## config.mk

```make
export PLATFORM = sky130hd
export DESIGN_NAME = main_ram_ctrl
export DESIGN_NICKNAME = d
export VERILOG_FILES = /design/src/rtl/main_ram_ctrl.sv
export SDC_FILE = /design/constraint.sdc
export NUM_CORES = 1
export LEC_CHECK = 0
export ABC_AREA = 1
export CAP_MARGIN = 25
export CORE_UTILIZATION = 44
export CTS_BUF_LIST = sky130_fd_sc_hd__clkbuf_2 sky130_fd_sc_hd__clkbuf_4 sky130_fd_sc_hd__clkbuf_8
export DETAILED_ROUTE_END_ITERATION = 8
export PLACE_DENSITY = 0.82
export RECOVER_POWER = 50
export SYNTH_ARGS = -nofsm -noshare
export SYNTH_HDL_FRONTEND = slang
export SYNTH_SLANG_ARGS = --single-unit
```

## constraint.sdc

```tcl
create_clock -name clk -period 1.6 [get_ports clk]
set_input_delay 0.32 -clock clk [delete_from_list [all_inputs] [get_ports clk]]
set_output_delay 0.32 -clock clk [all_outputs]
set_load 0.01 [all_outputs]
```

## src/rtl/main_ram_ctrl.sv

```systemverilog
// Synchronous master for asynchronous main RAM: registered, glitch-free _cs/_oe/_w strobe sequences.
// Latency: ack in cycle WAIT+2 after the accepting edge (write WR_WAIT+RD_WAIT+4 with MAIN_RAM_CTRL_VERIFY_EN).
// Backpressure: req is sampled only in IDLE and never queued; busy is high whenever a transaction is in flight.
module main_ram_ctrl #(
    parameter int ADDR_W  = 20,
    parameter int DATA_W  = 8,
    parameter int RD_WAIT = 2,
    parameter int WR_WAIT = 2
) (
    input  logic              clk,
    input  logic              _reset,
    input  logic              req,
    input  logic              we,
    input  logic [ADDR_W-1:0] addr,
    input  logic [DATA_W-1:0] wdata,
    output logic [DATA_W-1:0] rdata,
    output logic              ack,
    output logic              busy,
    output logic              verify_err,
    output logic              _ram_cs,
    output logic              _ram_oe,
    output logic              _ram_w,
    output logic [ADDR_W-1:0] ram_addr,
    output logic [DATA_W-1:0] ram_wdata,
    input  logic [DATA_W-1:0] ram_rdata
);

    typedef enum logic [1:0] {
        IDLE   = 2'd0,
        SETUP  = 2'd1,
        STROBE = 2'd2,
        HOLD   = 2'd3
    } state_t;

    state_t     state;
    logic [3:0] cnt;
    logic       is_wr;
`ifdef MAIN_RAM_CTRL_VERIFY_EN
    logic       vfy;
`endif

    assign busy = (state != IDLE);

    always_ff @(posedge clk or negedge _reset) begin
        if (!_reset) begin
            state      <= IDLE;
            cnt        <= 4'd0;
            is_wr      <= 1'b0;
            rdata      <= '0;
            ack        <= 1'b0;
            verify_err <= 1'b0;
            _ram_cs    <= 1'b1;
            _ram_oe    <= 1'b1;
            _ram_w     <= 1'b1;
            ram_addr   <= '0;
            ram_wdata  <= '0;
`ifdef MAIN_RAM_CTRL_VERIFY_EN
            vfy        <= 1'b0;
`endif
        end else begin
            ack <= 1'b0;
            case (state)
                IDLE: begin
                    if (req) begin
                        state      <= SETUP;
                        ram_addr   <= addr;
                        ram_wdata  <= wdata;
                        is_wr      <= we;
                        cnt        <= we ? 4'(WR_WAIT) : 4'(RD_WAIT);
                        _ram_cs    <= 1'b0;
                        verify_err <= 1'b0;
`ifdef MAIN_RAM_CTRL_VERIFY_EN
                        vfy        <= 1'b0;
`endif
                    end
                end
                SETUP: begin
                    state <= STROBE;
`ifdef MAIN_RAM_CTRL_VERIFY_EN
                    if (is_wr && !vfy) _ram_w  <= 1'b0;
                    else               _ram_oe <= 1'b0;
`else
                    if (is_wr) _ram_w  <= 1'b0;
                    else       _ram_oe <= 1'b0;
`endif
                end
                STROBE: begin
                    cnt <= cnt - 4'd1;
                    if (cnt == 4'd1) begin
                        state   <= HOLD;
                        _ram_w  <= 1'b1;
                        _ram_oe <= 1'b1;
                        // The verify read-back must not disturb the requester's read data.
                        if (!is_wr) rdata <= ram_rdata;
`ifdef MAIN_RAM_CTRL_VERIFY_EN
                        if (vfy) verify_err <= (ram_rdata != ram_wdata);
                        ack <= !(is_wr && !vfy);
`else
                        ack <= 1'b1;
`endif
                    end
                end
                HOLD: begin
`ifdef MAIN_RAM_CTRL_VERIFY_EN
                    if (is_wr && !vfy) begin
                        // Chain straight into the read-back; _cs stays low, address is unchanged.
                        vfy   <= 1'b1;
                        cnt   <= 4'(RD_WAIT);
                        state <= SETUP;
                    end else begin
                        state   <= IDLE;
                        _ram_cs <= 1'b1;
                    end
`else
                    state   <= IDLE;
                    _ram_cs <= 1'b1;
`endif
                end
                default: state <= IDLE;
            endcase
        end
    end

endmodule
```

==> impl_metrics.yaml, run 1 <==
worst_hold_path:
  holdCritStartpoint: "_ram_w"
  hold_end: "_ram_w"
  hp-class: "flip-flop to flip-flop"
  hold_depth: 2
global_route:
  overflow: 0
  grt_pass1_vias: 1560
  antenna_found_initial: 0
  grt_max_degree: 22
  track_usage_pct: 20.94
  grt_pass1_wl_mm: 7.100
placement:
  io_buffer_count: 80
  finalWeightedCongestion: 0.8106
  dp_cells: 358
  dp_hpwl_mm: 3.388
clock_network:
  cts_buffer_depth: 2
  root_buffer: "clkbuf_8"
  numCtsBuffers: 5
  cts_tree: "done"
  clock_latency_ns: 0.30
  clk_pin_slew_ns: 0.08
  htreeDepth: 2
  cts_sinks: 47
worst_setup_path:
  end_kind: "output port"
  cp_cell_sequence: "clkdlybuf4s50_1"
  arrival_ns: 1.23
  r2r_start: "state[1]"
  reg2reg_setup_slack_ns: 0.14
  worst_path_max_delay_cell: "clkdlybuf4s50_1"
  startpoint: "ram_wdata[7]"
  cp_num_buf_inv: 1
  cp-start-kind: "flip-flop"
  cp_top_family: "buffers and inverters"
  crit_required_ns: 1.28
  r2r_end: "rdata[5]"
  worst-path-max-fanout: 2
  rr_worst_depth: 7
  max_stage_delay_ns: 0.55
  critical_path_class: "flip-flop to output port"
routing:
  routed-wl-met3_um: 324
  wl_mm: 4.563
  wl_met1_mm: 1.958
  top_layer_used: "met4"
  via_per_inst: 4.790
  wl_met2_mm: 2.245
  first_iter_violations: 97
  antenna_left: 0
  wl_per_cell_um: 12.43
  dr.pass1.iters: 4
  drc: 0
  vias: 1758
finish:
  final_cell_mix: "125 x nand2_1, 75 x clkdlybuf4s50_1, 44 x dfrtp_1"
  mostFrequentLayoutCell: "nand2_1"
  stdcell_count: 367
  fillers: 327
  antennaDiodeCount: 0
  drive_gt1_share_pct: 8.517
  nNetsFinal: 362
  syn_to_final_growth_pct: 51.40
sta:
  rsz0062_at_grt: "no"
  worst_slew_pin_slew_ns: 0.8720
  fin_skew_ns: 0.005807
  fmax_mhz: 646.8
  hold_viol_final: 0
  slew_viol_final: 0
  max_slew_margin_pct: 41.87
  fin_crit_sh_pct: 96.63
  setup_viol: 0
  fin_crit_ns: 1.546
  finalSetupTns_ns: 0
  fin_hold_ws_ns: 0.4655
power:
  power_density_nw_per_um2: 1861
  leakage_nw: 1.503
  peakVddDrop_v: 0.0009317
  power_w: 0.005548
logic_synthesis:
  seq_area_frac_synth_pct: 59.91
  syn_inst: 225
  syn-cell-area_um2: 1969
  ys_ff_latch: 47
  synth_cell_type_count: 20
  yosysWarnings: 0
  syn_nets: 271
  syn_area_per_cell_um2: 8.753
floorplan:
  die_height_um: 68.90
  dieArea_um2: 4747
  start_util_pct: 47.52
  rows: 23
  die-width_um: 68.90
  io_pins: 82
  coreArea_um2: 4144
run_status:
  status: "finished, final reports clean"
flow_run:
  maxCapViolCount: 0
-- cells in the mapped netlist --
library cell	n	area [um2]
nor2_1	5	18.77
a21oi_1	5	25.02
conb_1	1	3.750
buf_6	2	22.52
ha_1	6	75.07
nand2_2	1	6.260
dfstp_2	3	78.83
buf_2	3	15.01
nand2_1	125	469.2
buf_4	2	15.01
inv_2	1	3.750
nand3_1	11	55.05
dfrtp_1	44	1101
o21a_1	1	7.510
o21ai_0	3	15.01
clkbuf_1	1	3.750
nor2_4	1	11.26
inv_1	8	30.03
clkinv_1	1	3.750
a22o_1	1	8.760
-- registers in the layout, summed over array words and instances, names as in the netlist --
signal,count
ram_addr,20
ram_wdata,8
rdata,8
cnt,4
state,2
_ram_cs,1
_ram_oe,1
_ram_w,1
ack,1
is_wr,1
-- worst min-delay path, stage by stage (launching register included) --
cell     delay (ns)
dfstp_2        0.37
nand2_1        0.05
nand2_1        0.04
-- report_power, final --
group          total [W]  leakage [nW]  internal [W]  switching (W)
logic            0.00261         0.880       0.00133        0.00128
registers        0.00206         0.562       0.00176       0.000302
clock network   0.000882        0.0612      0.000505       0.000377
-- area by class of cell --
type,instances,area (um2),share of cell area (%)
multi-input cells,160,695.7,23.33
well taps,50,62.56,2.098
clock inverters,2,35.03,1.175
clock buffers,6,82.58,2.770
inverters,10,37.54,1.259
repair buffers,92,888.4,29.79
flip-flops and latches,47,1180,39.57
-- cells by family after synthesis --
group           count (synthesis)  synth area share (%)
compound gates                 10                 2.859
fa+ha+maj                       6                 3.812
buf+inv                        18                 4.764
flops                          47                 59.91
other cells                     1                0.1904
simple gates                  143                 28.46
-- metal layers --
| metal | up-vias | GRT usage (%) |
|---|---|---|
| li1 | 868 | - |
| met1 | 816 | 25.29 |
| met2 | 69 | 35.56 |
| met3 | 5 | 6.908 |
| met4 | 0 | 5.867 |
| met5 | - | 0 |
-- worst max-delay path by stage --
stage	to	slack, ns	depth (start not counted)
after floorplan	rdata[0]	0.33	7
after global placement	busy	0.1	4
after detailed placement	busy	0.06	4
after CTS	busy	0.03	4
after global routing	_ram_w	0.007	3
final	ram_wdata[7]	0.05	1
-- through the flow --
| step | setup WS [ns] | util, % | cell area [um2] |
|---|---|---|---|
| after CTS | 0.02873 | 72.46 | 3003 |
| after floorplan | 0.3262 | - | 1969 |
| after global placement | 0.09976 | 69.47 | 2879 |
| after global routing | 0.006928 | 71.95 | 2982 |
| final | 0.05390 | 71.95 | 2982 |
| after detailed placement | 0.05810 | 69.47 | 2879 |
-- timing repair --
action / in CTS / in global routing
endpoints found under the setup margin: 4 / 3
gates resized for setup: 6 / 2
buffers inserted: 0 / 0
cloned: 0 / 0
hold buffers: 1 / 0
endpoints found under the hold margin: 13 / 0
(Power assumes the default switching activity.)
==> run 2: changes to the inputs <==
--- a/config.mk
+++ b/config.mk
@@ -12,6 +12,7 @@
 export DETAILED_ROUTE_END_ITERATION = 8
 export PLACE_DENSITY = 0.82
 export RECOVER_POWER = 50
+export SLEW_MARGIN = 15
 export SYNTH_ARGS = -nofsm -noshare
 export SYNTH_HDL_FRONTEND = slang
 export SYNTH_SLANG_ARGS = --single-unit
==> results of run 2 <==
Same layout as run 1: the final DEF is identical, and so are final timing and power.
